[src/rtl/sprite_rom_arbiter.sv]
// sprite_rom_arbiter: round-robin share of one sprite ROM read port.
// Returns the palette index to the granted requester after ROM_LAT+1 cycles.
module sprite_rom_arbiter #(
   parameter int NUM_REQ = 4,
   parameter int ID_W    = 2,
   parameter int ADDR_W  = 10,
   parameter int DATA_W  = 4,
   parameter int ROM_LAT = 1
) (
   input  logic                      vga_clk,
   input  logic                      reset_n,
   input  logic [NUM_REQ-1:0]        req,
   input  logic [NUM_REQ*ADDR_W-1:0] req_addr,
   output logic [NUM_REQ-1:0]        gnt,
   output logic [ADDR_W-1:0]         rom_addr,
   input  logic [DATA_W-1:0]         rom_q,
   output logic                      rsp_valid,
   output logic [ID_W-1:0]           rsp_id,
   output logic [DATA_W-1:0]         rsp_data,
   output logic                      busy
);

   localparam logic [ID_W:0] NR = (ID_W+1)'(NUM_REQ);

   logic [ID_W-1:0]              rr_ptr_q, rr_ptr_d;
   logic [ADDR_W-1:0]            rom_addr_q, rom_addr_d;
   logic [ROM_LAT-1:0]           vld_q, vld_d;
   logic [ROM_LAT-1:0][ID_W-1:0] id_q, id_d;
   logic                         rsp_valid_q, rsp_valid_d;
   logic [ID_W-1:0]              rsp_id_q, rsp_id_d;
   logic [DATA_W-1:0]            rsp_data_q, rsp_data_d;

   logic                         hit;
   logic [ID_W-1:0]              win;
   logic [ID_W:0]                idx_w;
   logic [ID_W-1:0]              idx;

   // Rotating priority search from rr_ptr; masked to no grant during reset
   always_comb begin
      gnt   = '0;
      hit   = 1'b0;
      win   = '0;
      idx_w = '0;
      idx   = '0;
      for (int k = 0; k < NUM_REQ; k++) begin
         idx_w = {1'b0, rr_ptr_q} + (ID_W+1)'(k);
         if (idx_w >= NR) idx_w = idx_w - NR;
         idx = idx_w[ID_W-1:0];
         if (reset_n && !hit && req[idx]) begin
            hit      = 1'b1;
            win      = idx;
            gnt[idx] = 1'b1;
         end
      end
   end

   // Next-state: issue, pointer advance, latency pipe and response capture
   always_comb begin
      rr_ptr_d   = rr_ptr_q;
      rom_addr_d = rom_addr_q;
      vld_d      = '0;
      id_d       = '0;
      if (hit) begin
         rom_addr_d = req_addr[int'(win)*ADDR_W +: ADDR_W];
         if ({1'b0, win} == NR - 1'b1) rr_ptr_d = '0;
         else                          rr_ptr_d = win + 1'b1;
      end
      vld_d[0] = hit;
      id_d[0]  = win;
      for (int s = 1; s < ROM_LAT; s++) begin
         vld_d[s] = vld_q[s-1];
         id_d[s]  = id_q[s-1];
      end
      rsp_valid_d = vld_q[ROM_LAT-1];
      rsp_id_d    = id_q[ROM_LAT-1];
      rsp_data_d  = vld_q[ROM_LAT-1] ? rom_q : rsp_data_q;
   end

   // State registers; reset drops everything in flight
   always_ff @(posedge vga_clk or negedge reset_n) begin
      if (!reset_n) begin
         rr_ptr_q    <= '0;
         rom_addr_q  <= '0;
         vld_q       <= '0;
         id_q        <= '0;
         rsp_valid_q <= 1'b0;
         rsp_id_q    <= '0;
         rsp_data_q  <= '0;
      end else begin
         rr_ptr_q    <= rr_ptr_d;
         rom_addr_q  <= rom_addr_d;
         vld_q       <= vld_d;
         id_q        <= id_d;
         rsp_valid_q <= rsp_valid_d;
         rsp_id_q    <= rsp_id_d;
         rsp_data_q  <= rsp_data_d;
      end
   end

   assign rom_addr  = rom_addr_q;
   assign rsp_valid = rsp_valid_q;
   assign rsp_id    = rsp_id_q;
   assign rsp_data  = rsp_data_q;
   assign busy      = |vld_q;

endmodule

[config.mk]
export PLATFORM = sky130hd
export DESIGN_NAME = sprite_rom_arbiter
export DESIGN_NICKNAME = d
export VERILOG_FILES = /design/src/rtl/sprite_rom_arbiter.sv
export SDC_FILE = /design/constraint.sdc
export NUM_CORES = 1
export LEC_CHECK = 0
export BUFFER_PORTS_ARGS = -buffer_cell sky130_fd_sc_hd__buf_2
export CAP_MARGIN = 20
export CORE_MARGIN = 8
export CORE_UTILIZATION = 43
export CTS_BUF_LIST = sky130_fd_sc_hd__clkbuf_2 sky130_fd_sc_hd__clkbuf_4 sky130_fd_sc_hd__clkbuf_8
export CTS_CLUSTER_SIZE = 8
export DETAILED_ROUTE_END_ITERATION = 6
export PLACE_DENSITY_LB_ADDON = 0.2
export SLEW_MARGIN = 25
export SYNTH_ARGS = -nofsm -noshare
export SYNTH_HDL_FRONTEND = slang
export SYNTH_SLANG_ARGS = --single-unit
[constraint.sdc]
create_clock -name vga_clk -period 2.9 [get_ports vga_clk]
set_clock_uncertainty 0.15 [all_clocks]
set_input_delay 0.435 -clock vga_clk [delete_from_list [all_inputs] [get_ports vga_clk]]
set_output_delay 0.435 -clock vga_clk [all_outputs]
set_load 0.01 [all_outputs]
* After elaboration in Yosys (flattened, before gate mapping)
Cells that the tools add are included. Widths: inputs -> output; s select.
Storage, ports and cells: flip-flop bits (word level) 22, bits in latches 0, bits in writable memories 0, bits in read-only memories 0, bits of input ports 50, output and inout port bits 22, logic and storage cells 80, memories 0
Cells by class: add/subtract/negate cells 8, multiply operators 1, div/mod/pow operators 0, $lt $le $gt $ge 12, equality and inequality tests 1, shift operators 1, muxes and demuxes 33, bitwise gates (word level) 3, reductions and logical operators 14
Operators with widths (count):
- $shiftx 40x7->10 | 1
- $mux 2 | 9
- $mux 4 | 4
- $lt 2x3->1 const B | 4
- $mux 1 | 12
- $or 4x4->4 | 3
- $logic_and 1x1->1 | 11
- $ge 3x3->1 const B | 3
- $bmux 1 s2 | 4
- $demux 1 s2 | 4
- $ge 2x1->1 const B | 4
- $sub 2x1->2 const B | 4
- $add 2x2->3 const B | 2
- $mul 2x3->5 const B | 1
- $add 2x1->3 const B | 1
- $ge 2x3->1 const B | 1
- $logic_not 1->1 | 3
- $add 2x1->2 const B | 1
- $eq 2x2->1 const B | 1

* Depth between registers and ports, before layout
Gate-level depths: netlist of run 1.
depth after elaboration 20, mapped depth 12, mapped depth without buffers 9

* Least setup slack after synthesis of run 1
OpenSTA, ideal clock, no wires.
path kind reg2reg, from reg rr_ptr_q[0], to reg rom_addr_q[0], in the netlist rom_addr[0], setup time 135 ps, arrival 2752 ps, required time 2615 ps, path slack -136 ps, stages on the path, launching flop included 12, buffers on the path 3, clock period less this slack 3036 ps, path through dfrtp_1 -> buf_2 -> inv_1 -> ha_1 -> buf_6 -> mux4_2 -> nand2b_4 -> a32o_1 -> or2_4 -> buf_6 -> a221oi_2 -> o31ai_1
On the way: longest elaborated chain between the ends 20, elaborated cells on any way between the ends 43, classes of those cells add/sub (7); mul (1); order compare (4); shift (1); mux (20); reduce/logical (10)
Ends and longest elaborated chain:
- from (decl) | line 25 | logic [ID_W-1:0] rr_ptr_q, rr_ptr_d;
- from (signal assigned) | line 90 | rr_ptr_q <= rr_ptr_d;
- $ge 2x3->1 / $sub 2x1->2 (equally long branches) | line 47 | if (idx_w >= NR) idx_w = idx_w - NR;
- $mux 2 | line 47
- $bmux 1 s2 | line 49 | if (reset_n && !hit && req[idx]) begin
- $mux 1 (implied by the code) | line 49
- $logic_and 1x1->1 | line 49
- $mux 1 | line 49
- $logic_not 1->1 | line 49
- $logic_and 1x1->1 (2 in a row) | line 49
- $mux 1 | line 49
- $logic_not 1->1 | line 49
- $logic_and 1x1->1 (2 in a row) | line 49
- $mux 1 | line 49
- $logic_not 1->1 | line 49
- $logic_and 1x1->1 (2 in a row) | line 49
- $mux 2 | line 49
- $mul 2x3->5 | line 64 | rom_addr_d = req_addr[int'(win)*ADDR_W +: ADDR_W];
- $shiftx 40x7->10 | line 64
- to (signal assigned) | line 91 | rom_addr_q <= rom_addr_d;
- to (decl) | line 26 | logic [ADDR_W-1:0] rom_addr_q, rom_addr_d;
Parallel ways exist; a longest one is shown, timed or not. The select of a mux whose other input is x is not followed. A chain may end at the register's enable or synchronous reset.

* Final worst setup path of run 1
from reg rr_ptr_q[0], to out gnt[1]
On the way: longest elaborated chain between the ends 18, elaborated cells on any way between the ends 63, classes of those cells add/sub (7); order compare (12); mux (27); bitwise (3); reduce/logical (14)
Ends and longest elaborated chain:
- branches (longest 17 deep; another with $add 2x1->3)
- $mux 4 * | line 49
- to (decl) | line 14 | output logic [NUM_REQ-1:0] gnt,
Mark *: on every way between the ends. The select of a mux whose other input is x is not followed.

==> results.txt, run 1 <==
status = finished clean
min Tclk post-route = 2850 ps
vias per inst = 5.68
kind of critical path = flip-flop to output pin
level count of the clock H-tree = 1
Fin. Hold Viols = 0
Die Width = 74.9 µm
Critical Path AT = 2270 ps
Worst-path clk slew = 130 ps
Post-synth EDFFs = 0
core area = 3340 µm²
Req. time, crit path = 2320 ps
Layout area overhead = 37.9%
number of port buffers = 71
Slew Viols, Final = 0
Net count, final = 275
Site Rows = 21
Compound-Gate Fraction of Synth Area = 28.5%
post-synthesis mux area share = 10.9%
number of max-cap violations = 0
DR WL met2 = 2100 µm
Initial Util = 44.8%
CTS tree = done
Routed wire per std cell = 16.7 µm
Max Buffers Root-to-Sink = 2
vias in the first global route = 1510
CP Capture Type = output pin
vias = 1511
post-synthesis async set-or-reset flop share = 100%
drc violations = 0
IO Pins = 72
DP Worst Slack = 66.0 ps
initial DRC count = 107
final setup fails = 0
peak supply drop = 1.08 mV
worst-margin pin slew = 498 ps
count leader, synth = dfrtp_1
Synth area leaders = dfrtp_1, a221oi_2, a221oi_1
sequential-to-total area share from yosys stat = 36.9%
post-synthesis average cell area = 10.5 µm²
first-pass GRT wire length = 7160 µm
Overflow after GRT = 0
CTS root buf = clkbuf_4
drt pass-1 iters = 7
Placer Congestion = 0.907
Cell Area, Synth = 1490 µm²
Die Area = 5620 µm²
Seq cells post-synth = 22
Worst path slowest cell = mux4_2
worst hold slack = 49.9 ps
Yosys warnings = 0
Crit path largest cell delay = 550 ps
Clock Latency Late Sink = 300 ps
final worst setup slack = 47.4 ps
Inserted Clock Buffers = 3
met3 wire len = 462 µm
Simple-Gate Fraction of Synth Area = 13.0%
antenna-violating nets left = 0
die height = 74.9 µm
max frequency = 351 MHz
area share of the largest cell type after synthesis = 36.9%
largest net degree at the start of global routing = 21
Final Power = 0.00238 W
Syn Inst Count = 142
nature of the critical path startpoint = flip-flop
share of layout cells above drive strength 1 = 53.2%
Synth Area in XOR/XNOR = 1.76%
number of antenna violations at the first check in global routing = 0
uppermost layer routed = met4
Reg2Reg Depth = 8
syn_nets = 196
post-route setup TNS = 0 ps
PwrDens = 1160 nW/µm²
Clock Sinks = 22
critical-path cell list = inv_4 > ha_4 > mux4_2 > and2_4 > a222oi_1 > nand2_1 > buf_2
DRT met1 WL = 1810 µm
HP Class = input pin to async pin
GRT Overall Usage = 16.3%
crit-path max FO = 5
Post-synth top flop = dfrtp_1
final period utilization = 98.4%
main combinational cell family by area after synthesis = compound AO/OA/AOI/OAI gates
Netlist cell types = 35
worst rel slew slack = 66.4%
post-synthesis adder-cell area fraction = 3.35%
most instantiated cells after synthesis = dfrtp_1, nand2_1, a221oi_1
post-synth top area cell = dfrtp_1
Leakage Power = 0.992 nW
wirelength, routed = 4440 µm
post-DP HPWL = 3430 µm
unrepaired setup endpoints after global routing = yes
Inserted Diodes = 0
-- per-stage QoR --
stage	util, %	cells	instance area (µm²)
finish	61.7	266	2060
floorplan	-	142	1520
CTS	60.7	264	2020
global placement	58.0	256	1930
detailed placement	58.0	256	1930
global route	61.7	266	2060
-- kinds of logic after synthesis --
| group | count (synthesis) |
|---|---|
| AOI/OAI and AO/OA | 44 |
| and+or+nand+nor | 39 |
| DFF | 22 |
| buffers and inverters | 17 |
| muxes | 13 |
| adders and majority gates | 4 |
| xor gates and xnor gates | 3 |
-- per-layer routing --
metal | vias up | global-route usage, %
li1 | 711 | -
met1 | 728 | 20.3
met2 | 68 | 27.0
met3 | 4 | 3.86
met4 | 0 | 5.22
met5 | - | 0
-- layout by cell type, fill, tap and decap left out, drive strengths merged --
cell,netlist,final
buf,7,84
dfrtp,22,22
nand2,21,21
a221oi,21,21
o31ai,10,10
mux2,6,6
inv,6,6
mux2i,5,5
a222oi,4,4
nand2b,4,4
ha,4,4
nor2,3,3
clkbuf,4,3
and2,3,3
xnor2,3,3
mux4,2,2
o21ai,2,2
or3,1,1
o31a,1,1
nand3b,1,1
a32o,1,1
or2,1,1
o2bb2ai,1,1
nor3b,1,1
nand3,1,1
a21oi,1,1
a32oi,1,1
and3,1,1
o32ai,1,1
nor3,1,1
nor2b,1,1
o41ai,1,1
bufinv,0,1
dlygate4sd3,0,1
-- final cells by class --
| cell class | instances | area, µm² |
|---|---|---|
| fill | 312 | 1280 |
| multi-input combinational | 103 | 907 |
| sequential | 22 | 551 |
| timing repair buffer | 85 | 467 |
| tap | 46 | 57.6 |
| clock inverter | 1 | 30.0 |
| inverter | 6 | 25.0 |
| clock buffer | 3 | 22.5 |
-- sequential cells by signal, summed over array words and instances (netlist names) --
| register | flops |
|---|---|
| rr_ptr_q | 2 |
| busy | 1 |
| rom_addr | 10 |
| rsp_id | 2 |
| id_q | 2 |
| rsp_valid | 1 |
| rsp_data | 4 |
-- repair_timing --
action,4_1_cts,5_1_grt
hold buffers,1,0
setup endpoints to repair,4,10
gates resized for setup,3,6
endpoints found under the hold margin,4,0
setup buffers,3,2
pin swaps,3,2
-- worst max-delay path, delay by kind of cell (launching register included) --
kind            cells  cell delay, ps
mux                 1             550
flops               1             410
compound gates      1             280
simple gates        2             260
buf+inv             2             200
fa+ha+maj           1             270
-- final timing paths --
path                                           end  slack (ps)               startpoint
min reg2reg                    rsp_id[0]$_DFF_PN0_         220        id_q[0]$_DFF_PN0_
min in group vga_clk       rsp_data[0]$_DFFE_PN0P_         200                 rom_q[0]
min                        rom_addr[3]$_DFFE_PN0P_          50                  reset_n
max reg2reg                rom_addr[1]$_DFFE_PN0P_         200  rr_ptr_q[0]$_DFFE_PN0P_
max                                         gnt[1]          50  rr_ptr_q[0]$_DFFE_PN0P_
max in group asynchronous        id_q[0]$_DFF_PN0_        1930                  reset_n
-- power breakdown --
group	switching (W)	internal, W	leakage (nW)
sequential	0.0000644	0.000438	0.266
combinational	0.000896	0.000748	0.698
clock	0.0000938	0.000140	0.0279
Power figures use the tool's default switching activity.
==> inputs of run 2 (changes only) <==
- BUFFER_PORTS_ARGS: -buffer_cell sky130_fd_sc_hd__buf_2 -> not set
- CORE_UTILIZATION: 43 -> 45
- DONT_BUFFER_PORTS: not set -> 1
==> results.txt, run 2 (synthesized netlist as in run 1, its figures left out) <==
PwrDens = 1360 nW/µm²
worst hold slack = 110 ps
Die Area = 5420 µm²
Slew Viols, Final = 0
min Tclk post-route = 2900 ps
number of antenna violations at the first check in global routing = 0
Site Rows = 21
HP Class = input pin to flip-flop
Fill cells = 320
vias = 1235
die height = 73.6 µm
switching pwr = 0.00104 W
Max Buffers Root-to-Sink = 2
Layout area overhead = 16.1%
Int Pwr = 0.00132 W
max reg flops = 10
IO Pins = 72
Fin. Hold Viols = 0
post-DP HPWL = 2970 µm
drc violations = 0
worst rel slew slack = 56.0%
sequential power share = 24.5%
commonest non-fill, non-tap cells in the layout = dfrtp_1, nand2_1, a221oi_1, buf_4, o31ai_1
Net count, final = 206
Initial Util = 45.9%
drt pass-1 iters = 5
Inserted Clock Buffers = 3
Leakage Power = 0.718 nW
level count of the clock H-tree = 1
Clock Latency Late Sink = 310 ps
Switching Fraction = 44.2%
Worst-path clk slew = 130 ps
vias per inst = 6.27
peak supply drop = 0.586 mV
Overflow after GRT = 0
Clock Sinks = 22
number of max-cap violations = 0
max frequency = 345 MHz
nature of the critical path startpoint = flip-flop
vias in the first global route = 1231
CP Capture Type = output pin
antenna-violating nets left = 0
CTS root buf = clkbuf_4
core area = 3260 µm²
final setup fails = 0
Inserted Diodes = 0
crit-path max FO = 4
number of port buffers = 0
commonest non-fill, non-tap cell in the layout = dfrtp_1
CTS tree = done
Critical Path AT = 2310 ps
Final Instance Area = 1730 µm²
wirelength, routed = 4020 µm
clock group share of total power = 9.9%
Req. time, crit path = 2320 ps
Placer Congestion = 0.845
GRT Overall Usage = 14.2%
share of layout cells above drive strength 1 = 31.1%
first-pass GRT wire length = 6080 µm
kind of critical path = flip-flop to output pin
dpl cell area = 1580 µm²
status = finished clean
combinational share of power = 65.5%
Die Width = 73.6 µm
initial DRC count = 68
largest net degree at the start of global routing = 23
final period utilization = 99.8%
unrepaired setup endpoints after global routing = yes
Routed wire per std cell = 20.4 µm
worst-margin pin slew = 655 ps
-- run 2: timing repair --
| item | in CTS | in global routing |
|---|---|---|
| endpoints found under the hold margin | 22 | 22 |
| gates resized for setup | 6 | 2 |
| endpoints found under the setup margin | 14 | 14 |
| hold buffers | 1 | 1 |
| pin swaps | 3 | 6 |
| gates cloned | 0 | 1 |
| setup buffers | 3 | 2 |
-- run 2: worst paths after layout --
| kind | slack (ps) | cells past startpoint | endpoint | start |
|---|---|---|---|---|
| max | 5 | 7 | gnt[0] | rr_ptr_q[0]$_DFFE_PN0P_ |
| min | 110 | 2 | rr_ptr_q[0]$_DFFE_PN0P_ | reset_n |
| max reg2reg | 120 | 9 | rom_addr[6]$_DFFE_PN0P_ | rr_ptr_q[0]$_DFFE_PN0P_ |
| min reg2reg | 210 | 0 | rsp_id[1]$_DFF_PN0_ | id_q[1]$_DFF_PN0_ |
| max in group asynchronous | 1810 | 2 | rom_addr[6]$_DFFE_PN0P_ | reset_n |
| min in group asynchronous | 450 | 2 | rom_addr[9]$_DFFE_PN0P_ | reset_n |
-- run 2: power groups by stage --
| stage | Sequential (W) | Combinational, W | Clock (W) |
|---|---|---|---|
| after floorplan | 0.000565 | 0.00108 | 0 |
| after global placement | 0.000588 | 0.00126 | 0 |
| after detailed placement | 0.000590 | 0.00130 | 0 |
| after CTS | 0.000584 | 0.00139 | 0.000240 |
| after global routing | 0.000599 | 0.00169 | 0.000258 |
| final | 0.000579 | 0.00155 | 0.000234 |
-- run 2: layer usage --
metal | track usage [%] | vias to the layer above | routed length [µm]
met5 | 0 | - | 0
met4 | 2.22 | 0 | 9
met3 | 6.28 | 2 | 389
met2 | 22.7 | 56 | 1980
met1 | 17.4 | 598 | 1640
li1 | - | 579 | -
-- run 2: final cells by class --
class                      count  area, µm²  area share (%)
multi-input combinational    104        920            53.0
sequential                    22        551            31.7
timing repair buffer          15        129            7.43
tap                           46       57.6            3.32
clock inverter                 1       30.0            1.73
inverter                       6       25.0            1.44
clock buffer                   3       22.5            1.30
-- run 2: critical path, stage by stage, from the launching register on --
cell,delay [ps]
dfrtp_1,410
inv_4,60
ha_4,260
mux4_2,520
buf_6,140
and2_4,140
a222oi_1,300
nand2_1,170
-- run 2: stage by stage --
stage	power, W	instances	utilization (%)	setup TNS [ps]	setup slack, ps
finish	0.00236	197	53.2	0	4.67
floorplan	0.00165	142	-	0	2.95
global placement	0.00185	185	48.5	0	11.2
CTS	0.00221	193	51.7	-36.8	-36.0
global route	0.00255	197	53.2	-388	-144
detailed placement	0.00189	185	48.5	-966	-125
